`src/rtl/systolic_pe_os.sv`:
```
// Output-stationary systolic PE: forwards activations right and weights
// down, runs a saturating MAC over k_len valid pairs, then drains results.
//
// Ports:
//   clk, rst_n                 clock, async active-low reset
//   enable                     global advance (stall when low)
//   start, k_len, signed_mode  tile start, reduction length, operand mode
//   data_in/_valid_in          activation from the left
//   data_out/_valid_out        registered activation to the right
//   weight_in/_valid_in        weight from above
//   weight_out/_valid_out      registered weight downward
//   result_in/_valid_in        upstream result, result_ready_out back
//   result_out/_valid_out      result to PE below, result_ready_in back
//   busy, sat_flag             not idle / saturation seen this tile
module systolic_pe_os #(
    parameter int DATA_WIDTH   = 16,
    parameter int WEIGHT_WIDTH = 8,
    parameter int ACCUM_WIDTH  = 32,
    parameter int K_MAX        = 256,
    parameter int CHAIN_POS    = 0,
    localparam int KW          = $clog2(K_MAX + 1)
) (
    input  logic                    clk,
    input  logic                    rst_n,
    input  logic                    enable,
    input  logic                    start,
    input  logic [KW-1:0]           k_len,
    input  logic                    signed_mode,
    input  logic [DATA_WIDTH-1:0]   data_in,
    input  logic                    data_valid_in,
    output logic [DATA_WIDTH-1:0]   data_out,
    output logic                    data_valid_out,
    input  logic [WEIGHT_WIDTH-1:0] weight_in,
    input  logic                    weight_valid_in,
    output logic [WEIGHT_WIDTH-1:0] weight_out,
    output logic                    weight_valid_out,
    input  logic [ACCUM_WIDTH-1:0]  result_in,
    input  logic                    result_valid_in,
    output logic                    result_ready_out,
    output logic [ACCUM_WIDTH-1:0]  result_out,
    output logic                    result_valid_out,
    input  logic                    result_ready_in,
    output logic                    busy,
    output logic                    sat_flag
);

    localparam int A  = ACCUM_WIDTH;
    localparam int PW = DATA_WIDTH + WEIGHT_WIDTH;
    // Two guard bits above the wider of product/accumulator so the
    // pre-clamp sum can never wrap.
    localparam int SW = ((A > PW) ? A : PW) + 2;
    localparam int CW = (CHAIN_POS > 0) ? $clog2(CHAIN_POS + 1) : 1;

    typedef enum logic [1:0] {
        S_IDLE  = 2'd0,
        S_ACCUM = 2'd1,
        S_HOLD  = 2'd2,
        S_PASS  = 2'd3
    } state_t;

    state_t                  r_state;
    logic [DATA_WIDTH-1:0]   r_data;
    logic                    r_dv;
    logic [WEIGHT_WIDTH-1:0] r_wt;
    logic                    r_wv;
    logic [KW-1:0]           r_klen;
    logic [KW-1:0]           r_kcnt;
    logic                    r_sgn;
    logic [A-1:0]            r_acc;
    logic                    r_sat;
    logic [A-1:0]            r_res;
    logic                    r_res_valid;
    logic [CW-1:0]           r_fcnt;

    logic [PW-1:0]           w_dx;
    logic [PW-1:0]           w_wx;
    logic [PW-1:0]           w_prod;
    logic [SW-1:0]           w_prod_x;
    logic [SW-1:0]           w_acc_x;
    logic [SW-1:0]           w_sum;
    logic                    w_ovf;
    logic [A-1:0]            w_clamp;
    logic [A-1:0]            w_next;
    logic                    w_fire;
    logic [KW-1:0]           w_kcnt_nx;
    logic                    w_ready;
    logic                    w_load;
    logic                    w_drain;

    // Operands extended to product width; the low PW bits of the product
    // are then exact for both signed and unsigned interpretation.
    assign w_dx = r_sgn ? {{WEIGHT_WIDTH{data_in[DATA_WIDTH-1]}}, data_in}
                        : {{WEIGHT_WIDTH{1'b0}}, data_in};
    assign w_wx = r_sgn ? {{DATA_WIDTH{weight_in[WEIGHT_WIDTH-1]}}, weight_in}
                        : {{DATA_WIDTH{1'b0}}, weight_in};
    assign w_prod = w_dx * w_wx;

    assign w_prod_x = r_sgn ? {{(SW-PW){w_prod[PW-1]}}, w_prod}
                            : {{(SW-PW){1'b0}}, w_prod};
    assign w_acc_x  = r_sgn ? {{(SW-A){r_acc[A-1]}}, r_acc}
                            : {{(SW-A){1'b0}}, r_acc};
    assign w_sum    = w_acc_x + w_prod_x;

    // Signed: out of range unless all bits from A-1 upward agree.
    // Unsigned: operands are non-negative, so only overflow is possible.
    assign w_ovf = r_sgn
        ? !((&w_sum[SW-1:A-1]) | ~(|w_sum[SW-1:A-1]))
        : (|w_sum[SW-1:A]);

    assign w_clamp = r_sgn
        ? (w_sum[SW-1] ? {1'b1, {(A-1){1'b0}}} : {1'b0, {(A-1){1'b1}}})
        : {A{1'b1}};

    assign w_next    = w_ovf ? w_clamp : w_sum[A-1:0];
    assign w_fire    = enable & data_valid_in & weight_valid_in;
    assign w_kcnt_nx = r_kcnt + 1'b1;

    assign w_ready = (r_state == S_PASS) & (~r_res_valid | result_ready_in);
    assign w_load  = result_valid_in & w_ready;
    assign w_drain = r_res_valid & result_ready_in;

    always_ff @(posedge clk or negedge rst_n) begin
        if (!rst_n) begin
            r_state     <= S_IDLE;
            r_data      <= '0;
            r_dv        <= 1'b0;
            r_wt        <= '0;
            r_wv        <= 1'b0;
            r_klen      <= '0;
            r_kcnt      <= '0;
            r_sgn       <= 1'b0;
            r_acc       <= '0;
            r_sat       <= 1'b0;
            r_res       <= '0;
            r_res_valid <= 1'b0;
            r_fcnt      <= '0;
        end else begin
            if (enable) begin
                r_data <= data_in;
                r_dv   <= data_valid_in;
                r_wt   <= weight_in;
                r_wv   <= weight_valid_in;
            end else begin
                r_dv <= 1'b0;
                r_wv <= 1'b0;
            end

            case (r_state)
                S_IDLE: begin
                    if (start && enable) begin
                        r_klen <= k_len;
                        r_sgn  <= signed_mode;
                        r_acc  <= '0;
                        r_kcnt <= '0;
                        r_sat  <= 1'b0;
                        if (k_len == '0) begin
                            r_res       <= '0;
                            r_res_valid <= 1'b1;
                            r_state     <= S_HOLD;
                        end else begin
                            r_state <= S_ACCUM;
                        end
                    end
                end
                S_ACCUM: begin
                    if (w_fire) begin
                        r_acc  <= w_next;
                        r_kcnt <= w_kcnt_nx;
                        if (w_ovf) begin
                            r_sat <= 1'b1;
                        end
                        if (w_kcnt_nx == r_klen) begin
                            r_res       <= w_next;
                            r_res_valid <= 1'b1;
                            r_state     <= S_HOLD;
                        end
                    end
                end
                S_HOLD: begin
                    if (w_drain) begin
                        r_res_valid <= 1'b0;
                        r_fcnt      <= '0;
                        if (CHAIN_POS == 0) begin
                            r_state <= S_IDLE;
                        end else begin
                            r_state <= S_PASS;
                        end
                    end
                end
                S_PASS: begin
                    if (w_drain && r_fcnt == CW'(CHAIN_POS - 1)) begin
                        r_res_valid <= 1'b0;
                        r_state     <= S_IDLE;
                    end else begin
                        if (w_load) begin
                            r_res       <= result_in;
                            r_res_valid <= 1'b1;
                        end else if (w_drain) begin
                            r_res_valid <= 1'b0;
                        end
                        if (w_drain) begin
                            r_fcnt <= r_fcnt + 1'b1;
                        end
                    end
                end
                default: r_state <= S_IDLE;
            endcase
        end
    end

    assign data_out         = r_data;
    assign data_valid_out   = r_dv;
    assign weight_out       = r_wt;
    assign weight_valid_out = r_wv;
    assign result_out       = r_res;
    assign result_valid_out = r_res_valid;
    assign result_ready_out = w_ready;
    assign busy             = (r_state != S_IDLE);
    assign sat_flag         = r_sat;

endmodule

```
`config.mk`:
```
export PLATFORM = sky130hd
export DESIGN_NAME = systolic_pe_os
export DESIGN_NICKNAME = d
export VERILOG_FILES = /design/src/rtl/systolic_pe_os.sv
export SDC_FILE = /design/constraint.sdc
export NUM_CORES = 1
export LEC_CHECK = 0
export ABC_AREA = 0
export CORE_ASPECT_RATIO = 1.4
export CORE_UTILIZATION = 37
export DETAILED_ROUTE_END_ITERATION = 10
export DONT_BUFFER_PORTS = 1
export GPL_TIMING_DRIVEN = 1
export RECOVER_POWER = 100
export SYNTH_ARGS = -nofsm -noshare
export SYNTH_HDL_FRONTEND = slang
export SYNTH_SLANG_ARGS = --single-unit
```
`constraint.sdc`:
```
create_clock -name clk -period 11.2 [get_ports clk]
set_input_delay 2.24 -clock clk [delete_from_list [all_inputs] [get_ports clk]]
set_output_delay 2.24 -clock clk [all_outputs]
set_load 0.1 [all_outputs]
```
# After elaboration in Yosys (flattened, before gate mapping)
# Cells that the tools add are included.
[word_totals]
reg_bits = 114
[op_classes]
addsub = 3
n_reduce_logical = 19
mux = 46
n_mul = 1
n_eq_ne = 14
bitwise = 9
[ops]
columns = ["op", "count"]
rows = [
  ["two-way mux 32 bit", 11],
  ["case mux 32 bit (3 select lines)", 1],
  ["two-way mux 34 bit", 2],
  ["case mux 32 bit (2 select lines)", 1],
  ["two-way mux 24 bit", 2],
  ["adder 34 bit", 1],
  ["multiplier 24 x 24 -> 24 bit", 1],
  ["two-way mux 9 bit", 2],
  ["inequality test 2 bit (second input constant)", 9],
  ["case mux 9 bit (2 select lines)", 1],
  ["two-way mux 1 bit", 16],
  ["two-way mux 2 bit", 6],
  ["AND reduction 4 bit", 3],
  ["adder 9 x 1 -> 9 bit (second input constant)", 1],
  ["== test 9 bit", 1],
  ["logical NOT 9 bit", 1],
  ["case mux 2 bit (4 select lines)", 1],
  ["AND reduction 7 bit", 1],
  ["AND reduction 3 bit", 2],
  ["nonzero test 2 bit", 3],
  ["bitwise AND 1 bit", 5],
  ["AND reduction 5 bit", 1],
  ["== test 2 bit (second input constant)", 2],
  ["case mux 1 bit (2 select lines)", 2],
  ["other kinds (13)", 16],
]

# Logic depth before layout (Yosys ltp)
[logic_depth]
depth_word = 13
ltp_mapped = 42

# Least setup slack after synthesis
# OpenSTA, ideal clock, no wires.
[synth_timing]
path_kind = "in2reg"
startpoint = "input weight_in[7]"
endpoint = "register r_acc[17]"
arrival_time_ns = 10.526
cell_stages = 37
path_slack_ns = 0.582
required_ns = 11.108
setup_time_ns = 0.092
cell_sequence = "clkbuf_1 > clkbuf_1 > and3_1 > fa_1 > xor2_1 > ha_1 > inv_1 > fa_1 > fa_1 > fa_1 > inv_1 > fa_1 > inv_1 > fa_1 > inv_1 > ha_1 > a21o_1 > a21o_1 > o21ba_2 > a21oi_1 > a21o_1 > a21oi_1 > xnor2_1 > ha_1 > a21o_1 > a21o_1 > a21o_1 > a221oi_1 > o21ai_0 > o21ai_0 > a41o_1 > nor3_1 > a2111o_1 > nand2_2 > buf_4 > nor2_1 > o31ai_2"
[synth_via]
elab_chain_cells = 12
word_cells_on_any_way = 16
[synth_lines]
columns = ["element", "line", "rtl"]
rows = [
  ["from (decl)", "33", "input logic [WEIGHT_WIDTH-1:0] weight_in,"],
  ["two-way mux 24 bit (*)", "94", "assign w_wx = r_sgn ? {{DATA_WIDTH{weight_in[WEIGHT_WIDTH-1]}}, weight_in}"],
  ["multiplier 24 x 24 -> 24 bit (*)", "96", "assign w_prod = w_dx * w_wx;"],
  ["two-way mux 34 bit (*)", "98", "assign w_prod_x = r_sgn ? {{(SW-PW){w_prod[PW-1]}}, w_prod}"],
  ["adder 34 bit (*)", "102", "assign w_sum = w_acc_x + w_prod_x;"],
  ["OR reduction 3 bit", "107", "? !((&w_sum[SW-1:A-1]) | ~(|w_sum[SW-1:A-1]))"],
  ["NOT 1 bit", "107", ""],
  ["OR 1 bit", "107", ""],
  ["logical NOT 1 bit", "107", ""],
  ["two-way mux 1 bit", "107", ""],
  ["two-way mux 32 bit (*)", "114", "assign w_next = w_ovf ? w_clamp : w_sum[A-1:0];"],
  ["two-way mux 32 bit (*)", "166", "if (w_fire) begin"],
  ["case mux 32 bit (2 select lines) (*)", "148", "case (r_state)"],
  ["to (signal assigned)", "167", "r_acc <= w_next;"],
  ["to (decl)", "69", "logic [A-1:0] r_acc;"],
]
# Every way passes the cells marked *; elsewhere a longest branch is shown, timed or not. The select of a mux whose other input is x is not followed.
# A chain may end at the register's enable or synchronous reset.

# Final worst setup path
[layout_timing]
startpoint = "input weight_in[0]"
endpoint = "register r_res[10] (netlist: result_out[10])"
[layout_via]
elab_chain_cells = 13
word_cells_on_any_way = 17
[layout_lines]
columns = ["element", "line", "rtl"]
rows = [
  ["two-way mux 24 bit (*)", "94", ""],
  ["multiplier 24 x 24 -> 24 bit (*)", "96", ""],
  ["two-way mux 34 bit (*)", "98", ""],
  ["adder 34 bit (*)", "102", ""],
  ["OR reduction 3 bit", "107", ""],
  ["NOT 1 bit", "107", ""],
  ["OR 1 bit", "107", ""],
  ["logical NOT 1 bit", "107", ""],
  ["two-way mux 1 bit", "107", ""],
  ["two-way mux 32 bit (*)", "114", ""],
  ["two-way mux 32 bit (*)", "172", "if (w_kcnt_nx == r_klen) begin"],
  ["two-way mux 32 bit (*)", "166", ""],
  ["case mux 32 bit (3 select lines) (*)", "148", ""],
  ["to (signal assigned)", "173", "r_res <= w_next;"],
  ["to (signal assigned)", "196", "r_res <= result_in;"],
  ["to (decl)", "71", "logic [A-1:0] r_res;"],
]
# Marks and branches as above.

==> summary.md <==
| Metric | Value |
|---|---|
| TritonRoute pass-1 iters | `4` |
| WL/cell | `18.1 um` |
| #FFs+latches synth | `114` |
| Vias per std cell | `5.20` |
| Antenna diodes | `0` |
| Fin. max-slew vios | `1` |
| Worst r2r src | `r_sgn` |
| Hold path depth | `2` |
| Share of cells above drive strength 1 | `6.60%` |
| Worst slack, placed | `0.0173 ns` |
| Syn Nets | `1942` |
| GP Congestion | `0.875` |
| Mapped Cells | `1578` |
| Clock Skew | `0.0115 ns` |
| Antenna violation net count after detailed routing | `0` |
| Hold Vio Cnt, Final | `0` |
| Count of cell types in the netlist | `65` |
| Hold path startpoint | `r_acc[2]` |
| Clock slew at reported path FFs | `0.06 ns` |
| Startpoint Class | `input port` |
| Top FF cell, synth | `dfrtp_1` |
| Final Cycle Share | `94.3%` |
| Row cnt | `84` |
| Setup ws final | `0.637 ns` |
| Failing checks | `capacitance limit, slew limit` |
| Max-slew headroom | `-99.6%` |
| Root buf cell | `clkbuf_16` |
| Arr. time, crit path | `10.86 ns` |
| Via Count | `10600` |
| CP max-delay cell | `fa_1` |
| Number of flops mapped to enable cells by yosys | `0` |
| Most frequent CP cell | `fa_1` |
| Die height | `235 um` |
| CP peak stage delay | `0.56 ns` |
| Flop2flop setup slack | `1.64 ns` |
| DP HPWL | `29.2 mm` |
| Fraction of synthesis flops using an asynchronous set or reset pin | `100%` |
| Fin nets | `1911` |
| DRC Markers | `0` |
| Hold slack | `0.492 ns` |
| Worst Reg-to-Reg Cells | `35` |
| Worst Hold Class | `reg -> reg` |
| Final cell count without fillers | `2033` |
| All-Layer GR Usage | `19.9%` |
| Clock tree buffer depth | `2` |
| Req. time, crit path | `11.50 ns` |
| Total CTS buffers | `17` |
| Die width | `168 um` |
| Outcome | `complete, but fails checks` |
| Core area | `37800 um^2` |
| Total negative setup slack | `0 ns` |
| Placed Cells | `2001` |
| Seq/Total Area, Yosys | `20.0%` |
| Synth Cell Area | `14300 um^2` |
| Mapped Avg Cell Area | `9.05 um^2` |
| Final setup fails | `0` |
| P&R area growth vs syn | `7.32%` |
| Pin count of the biggest net entering global routing | `115` |
| Least-Margin Pin Slew | `2.97 ns` |
| Synthesis warning total | `0` |
| Total Die Area | `39400 um^2` |
| Initial Util | `37.8%` |
| GRT overflow | `0` |
| Final min period | `10.56 ns` |
| H-tree depth | `4` |
| Hold Path End | `r_acc[2]` |
| Worst-path fanout max | `23` |
| Crit. End Element | `flip-flop` |
| Max cap viols | `1` |
| Final wirelength | `36.9 mm` |
| Insertion delay to the later sink of the worst-skew pair | `0.43 ns` |
| Clock sink count | `114` |
| Maximum clock frequency | `94.7 MHz` |
| Port buffer count | `0` |
| Post-CTS Resized | `0` |
| Number of global-route vias before repair | `11400` |
| First-pass GRT wire length | `61.3 mm` |
| CTS tree | `done` |
| Post-CTS setup buffer count | `0` |
| CP Class | `in -> reg` |
| # IOs | `136` |
| Worst r2r dst | `result_out[10]` |
| Iter 0 DRT Violations | `525` |
| RSZ-0062 raised after global routing | `false` |
| Hold-fix buffers at CTS | `0` |
| Initial antenna violation count | `0` |
synthesized netlist by cell type (6+ instances only):
library cell	number	area, um^2
ha_1	117	1460
a31oi_1	7	43.8
nand2b_1	8	50.1
inv_1	257	965
a211oi_1	6	45.0
o21ai_1	7	35.0
a21o_1	33	248
o311a_1	6	60.1
dfrtp_1	114	2850
xnor2_1	73	639
o21ai_0	41	205
o31ai_2	12	150
nor3_1	15	75.1
xor2_1	20	175
buf_2	7	35.0
and2_1	104	651
o22ai_1	32	200
o31ai_1	18	135
nand3_1	19	95.1
and3_1	33	206
nor2b_1	7	43.8
fa_1	173	3460
nor2_1	106	398
a21oi_1	81	405
mux2_2	25	282
clkbuf_1	51	191
nand2_1	129	484
state kept, by name (all words and copies together) (netlist names):
name / cells
result_out: 32
r_klen: 9
weight_valid_out: 1
result_valid_out: 1
r_kcnt: 9
r_state: 2
r_sgn: 1
sat_flag: 1
r_acc: 32
weight_out: 8
r_fcnt: 1
data_valid_out: 1
data_out: 16
per-layer routing:
metal | vias to the layer above | GRT usage [%] | part of all wire, %
met5 | - | 0 | 0
met4 | 0 | 5.09 | 1.8
met3 | 35 | 3.87 | 4.4
met2 | 216 | 35.2 | 50
met1 | 5283 | 24.9 | 44
li1 | 5045 | - | -
worst max-delay path by stage:
stage	startpoint	endpoint	slack [ns]	depth (start not counted)
6_report	weight_in[0]	result_out[10]	0.64	35
5_1_grt	weight_in[0]	result_out[10]	0.01	33
4_1_cts	weight_in[0]	r_acc[3]	0.42	33
3_5_place_dp	weight_in[0]	r_acc[3]	0.02	33
3_3_place_gp	weight_in[0]	r_acc[7]	0.19	33
2_1_floorplan	weight_in[7]	r_acc[17]	0.58	37
logic make-up (layout without fill, tap and decap cells):
kind of cell / Yosys count / count (layout) / synth area share, %
AO/OA/AOI/OAI: 289 / 289 / 13.7
XOR/XNOR: 96 / 96 / 6.13
adder cells (fa/ha/maj): 292 / 292 / 34.6
buffers and inverters: 324 / 306 / 8.68
flip-flops: 114 / 114 / 20.0
multiplexers: 26 / 26 / 2.04
AND/OR/NAND/NOR: 437 / 437 / 14.9
cells in the final DEF (no fill, tap or decap), types with 6 or more instances in the layout:
| master | count |
|---|---|
| o22ai_1 | 32 |
| nor3_1 | 15 |
| o311a_1 | 6 |
| nor2b_1 | 7 |
| a31oi_1 | 7 |
| a21oi_1 | 81 |
| o21ai_0 | 39 |
| buf_4 | 14 |
| a211oi_1 | 6 |
| fa_1 | 173 |
| nand2_1 | 129 |
| o21ai_1 | 8 |
| ha_1 | 117 |
| nand2b_1 | 8 |
| mux2_2 | 25 |
| and2_1 | 101 |
| dfrtp_1 | 114 |
| xnor2_1 | 73 |
| a21o_1 | 33 |
| and3_1 | 33 |
| inv_1 | 257 |
| nor2_1 | 106 |
| xor2_1 | 20 |
| o31ai_2 | 12 |
| clkbuf_16 | 17 |
| nand3_1 | 19 |
| o31ai_1 | 18 |
worst max-delay path, delay by kind of cell:
kind	cells	cell delay, ns
simple gates	6	1.03
compound gates	14	3.08
xor+xnor	1	0.15
fa+ha+maj	9	3.93
buf+inv	5	0.42
final cells by class:
class	instances	area (um^2)
clock buffer	18	439
timing repair buffer	17	134
multi-input combinational	1140	10200
sequential	114	2850
inverter	257	965
fill	3807	22500
clock inverter	14	153
tap	473	592
metrics by stage:
| step | cell area, um^2 | util [%] |
|---|---|---|
| after CTS | 15400 | 40.6 |
| after global placement | 14800 | 39.0 |
| after global routing | 15300 | 40.5 |
| after floorplan | 14300 | - |
| final | 15300 | 40.5 |
| after detailed placement | 14800 | 39.0 |
Power is left out: the tool's default activity adds up to more than one toggle a clock period on the data nets, which glitch-free logic cannot reach.
==> RTL change 1, RTL diff (config.mk and constraints unchanged) <==
`ACCUM_WIDTH`: 32 -> 16.
--- a/src/rtl/systolic_pe_os.sv
+++ b/src/rtl/systolic_pe_os.sv
@@ -17,3 +17,3 @@
     parameter int WEIGHT_WIDTH = 8,
-    parameter int ACCUM_WIDTH  = 32,
+    parameter int ACCUM_WIDTH  = 16,
     parameter int K_MAX        = 256,
Ports: changed (resized result_in and result_out); port bits go from 136 to 104. No check against the original RTL was run, so the function may have changed too.
==> RTL change 1 against the unedited design <==
Register-to-register slack got worse by 120 ps. Final area shrank 11%. Clock skew is 6.7 ps lower. First-iteration DRC count down 33%. Cell count decreased by 9.1%. Wire length fell by 11%. Worst setup slack got worse by 7.2 ps. Sequential share of layout area is 3.5 points lower. Sequential cell count down 32. Area after synthesis is 9.2% lower. Critical path type unchanged. Critical endpoint is now result_out[9]$_DFFE_PN0P_. Highest routed layer unchanged.
Power is left out: the tool's default activity adds up to more than one toggle a clock period on the data nets, which glitch-free logic cannot reach.
==> RTL change 1: results (changes against the unedited design) <==
hold_sp r_klen[8]$_DFFE_PN0P_; ranking of synthesized cells by area fa_1, dfrtp_1, ha_1; vias in the first global route 10400 (-9.5%); Hold Path End r_klen[8]$_DFFE_PN0P_; dpl cells 1833 (-8.4%); Compound-Gate Fraction of Synth Area 11.9% (-1.8 points); hold slack final 494 ps (+2.28 ps); synth unique cells 78 (+20%); DR WL met2 17.4 mm (-5.5%); vias per inst 5.25 (+0.88%); share of layout cells above drive strength 1 6.51% (-0.093 points); syn_nets 1786 (-8.0%); routability-driven placement congestion ratio 0.919 (+5.0%); H-tree Lvls 3 (-1); length of routed met3 wiring 1.51 mm (-7.5%); first-pass GRT wire length 54.1 mm (-12%); post-DP HPWL 27.3 mm (-6.4%); initial drt markers 353 (-33%); mux cell area share after synthesis 2.25% (+0.21 points); Clock Latency Late Sink 350 ps (-80 ps); Setup Skew 4.80 ps (-6.68 ps); crit path from weight_in[7]; M1 GR Usage 21.9% (-3.0 points); Layout fillers 3482 (-8.5%); R2R Setup Slk 1520 ps (-120 ps); status finished clean; fin nets 1742 (-8.8%); final setup margin 630 ps (-7.21 ps); pre-CTS WS 300 ps (+283 ps); DR WL/cell 17.8 um (-1.8%); Worst path top cell family by delay adder cells; Post-Route WL 32.9 mm (-11%); largest net degree at the start of global routing 83 (-28%); CP max FO 29 (+26%); post-synthesis adder-cell area fraction 38.4% (+3.7 points); Area after DPL 13300 um^2 (-9.7%); total track usage 19.2% (-0.73 points); met3 Use GR 3.18% (-0.69 points); met2 Use GR 34.7% (-0.54 points); sequential fraction of the synthesis area 15.8% (-4.1 points)
-- RTL change 1: cell types whose count changed after synthesis, moves of 12 or more --
cell,delta
or2_2,+15
o31ai_2,-12
nand2_1,+16
a21oi_1,-43
xnor2_1,-17
a32o_1,+13
nor2_1,-60
nand3_1,+28
a22o_1,+14
o31ai_1,-16
dfrtp_1,-32
a21o_1,-21
o22ai_1,-31
and3_1,-14
-- RTL change 1: worst reg2reg max path: cells and delay by family (launching register included) --
kind / cells / cell delay, ps
compound gates: 8 / 2060
fa+ha+maj: 9 / 4240
buf+inv: 4 / 470
xor+xnor: 1 / 90
simple gates: 7 / 2060
flops: 1 / 660
-- RTL change 1: area by class of cell --
class | count | area, um^2 | area share, %
Clock buffer | 10 | 229 | 1.68
Clock inverter | 6 | 67.6 | 0.497
Inverter | 258 | 968 | 7.13
Multi-Input combinational cell | 1036 | 9670 | 71.1
Sequential cell | 82 | 2050 | 15.1
Tap cell | 451 | 564 | 4.15
Timing Repair Buffer | 6 | 41.3 | 0.304
==> RTL change 2, RTL diff (config.mk and constraints unchanged) <==
Without the edit above. Register the output `sat_flag` once more, cleared by the reset; this adds one clock of latency there. The other outputs are not delayed to match.
--- a/src/rtl/systolic_pe_os.sv
+++ b/src/rtl/systolic_pe_os.sv
@@ -218,3 +218,9 @@
     assign busy             = (r_state != S_IDLE);
-    assign sat_flag         = r_sat;
+    always_ff @(posedge clk or negedge rst_n) begin
+        if (!rst_n) begin
+            sat_flag <= '0;
+        end else begin
+            sat_flag <= r_sat;
+        end
+    end
 
Function: not settled (the Yosys comparison gave no result); the edit may change what the design does.
==> RTL change 2 against the unedited design <==
The flow still finishes with violations (capacitance limit, slew limit). Worst setup slack improved by 38 ps. Wire length increased by 2.3%. Count of clock-buffer cells in the layout unchanged. Largest cell class unchanged. Area after synthesis increased by 0.18%. Hold slack got worse by 90 ps. Final area about the same. Sequential cell count increased by 1.
Power is left out: the tool's default activity adds up to more than one toggle a clock period on the data nets, which glitch-free logic cannot reach.
==> RTL change 2: results (changes against the unedited design) <==
status finished with violations; failing checks capacitance limit, slew limit; post-CTS setup buffers 0 (unchanged); sequential fraction of the synthesis area 20.1% (+0.14 points); Max Cap Violations 1 (unchanged); post-DP HPWL 29.8 mm (+1.9%); initial antenna violation count 1 (+1); # diodes 0 (unchanged); hold_sp r_sat$_DFFE_PN0P_; Clock Latency Late Sink 430 ps (about the same); Layout fillers 3757 (-1.3%); mux cell area share after synthesis 2.04% (-0.0036 points); routability-driven placement congestion ratio 0.868 (-0.78%); initial drt markers 648 (+23%); vias per inst 5.31 (+2.1%); Hold Crit Class reg2reg; Worst path top cell family by delay adder cells; slowest stage delay, CP 560 ps (about the same); ranking of synthesized cells by area fa_1, dfrtp_1, ha_1; crit path from weight_in[7]; hold slack final 402 ps (-90.4 ps); Setup Skew 9.51 ps (-1.98 ps); XOR/XNOR Fraction of Synth Area 6.12% (-0.011 points); Post-Route WL 37.7 mm (+2.3%); hold depth 0 (-2); fin. max-slew vios 1 (unchanged); R2R Setup Slk 1410 ps (-230 ps); Arr. time, crit path 10820 ps (-40 ps); GRT overflow 0 (unchanged); worst r2r path cells 35 (unchanged); largest net degree at the start of global routing 116 (+0.87%); CP max FO 34 (+48%); total track usage 20.2% (+0.30 points); Compound-Gate Fraction of Synth Area 13.6% (-0.024 points); WS Path Type in2reg; Hold Path End sat_flag$_DFF_PN0_; post-synthesis adder-cell area fraction 34.6% (-0.061 points); worst slew pin tran 2980 ps (+7.91 ps); Initial DRT Pass Iterations 5 (+1); fin nets 1910 (-0.052%); predominant post-synthesis flop cell dfrtp_1; Root Buffer clkbuf_16; vias in the first global route 11400 (-0.070%); Worst setup endpoint result_out[12]$_DFFE_PN0P_; first-pass GRT wire length 62.2 mm (+1.6%); synth unique cells 65 (unchanged); Post-synth ARST share 100% (unchanged); dpl cells 2000 (-0.050%); DR WL/cell 18.6 um (+2.4%); share of layout cells above drive strength 1 6.23% (-0.38 points); Mapped Cells 1579 (+0.063%); Ys Warns 0 (unchanged); reg2reg start r_sgn$_DFFE_PN0P_; Synth top cells by count inv_1, fa_1, nand2_1
## RTL change 2: cell types whose count changed after synthesis, sizes merged
cell | unedited run | this run
dfrtp | 114 | 115
## RTL change 2: cell families after synthesis
| logic type | count (synthesis) |
|---|---|
| adder cells (fa/ha/maj) | 292 |
| multiplexers | 26 |
| XOR/XNOR | 96 |
| AND/OR/NAND/NOR | 437 |
| flip-flops | 115 |
| AO/OA/AOI/OAI | 289 |
| buffers and inverters | 324 |
## RTL change 2: worst register-to-register path, delay by kind of cell (launching register included)
kind	cells	cell delay (ps)
adders and majority gates	9	3890
AOI/OAI and AO/OA	13	2950
and+or+nand+nor	5	890
DFF	1	870
buffers and inverters	6	720
xor gates and xnor gates	2	330
## RTL change 2: metrics by stage
stage	cell area [um^2]	setup slack, ps	utilization (%)
floorplan	14300	582	-
global placement	14800	374	39.0
detailed placement	14800	307	39.0
CTS	15300	736	40.5
global route	15300	53.3	40.5
finish	15300	675	40.5
## RTL change 2: final cells by class
class / instances / share of cell area, %
Multi-Input combinational cell: 1140 / 66.6
Sequential cell: 115 / 18.8
Inverter: 257 / 6.30
Tap cell: 473 / 3.86
Clock buffer: 18 / 2.80
Clock inverter: 13 / 0.898
Timing Repair Buffer: 15 / 0.792
## RTL change 2: what timing repair did
item | 4_1_cts | 5_1_grt
hold endpoints to repair | 0 | 0
setup endpoints to repair | 0 | 61
gates resized for setup | 0 | 3
## RTL change 2: per-layer routing
layer / track usage, % / up-vias / share of wire [%]
li1: - / 5059 / -
met1: 25.1 / 5427 / 43
met2: 35.4 / 255 / 50
met3: 3.98 / 46 / 4.8
met4: 5.56 / 0 / 2.1
met5: 0 / - / 0
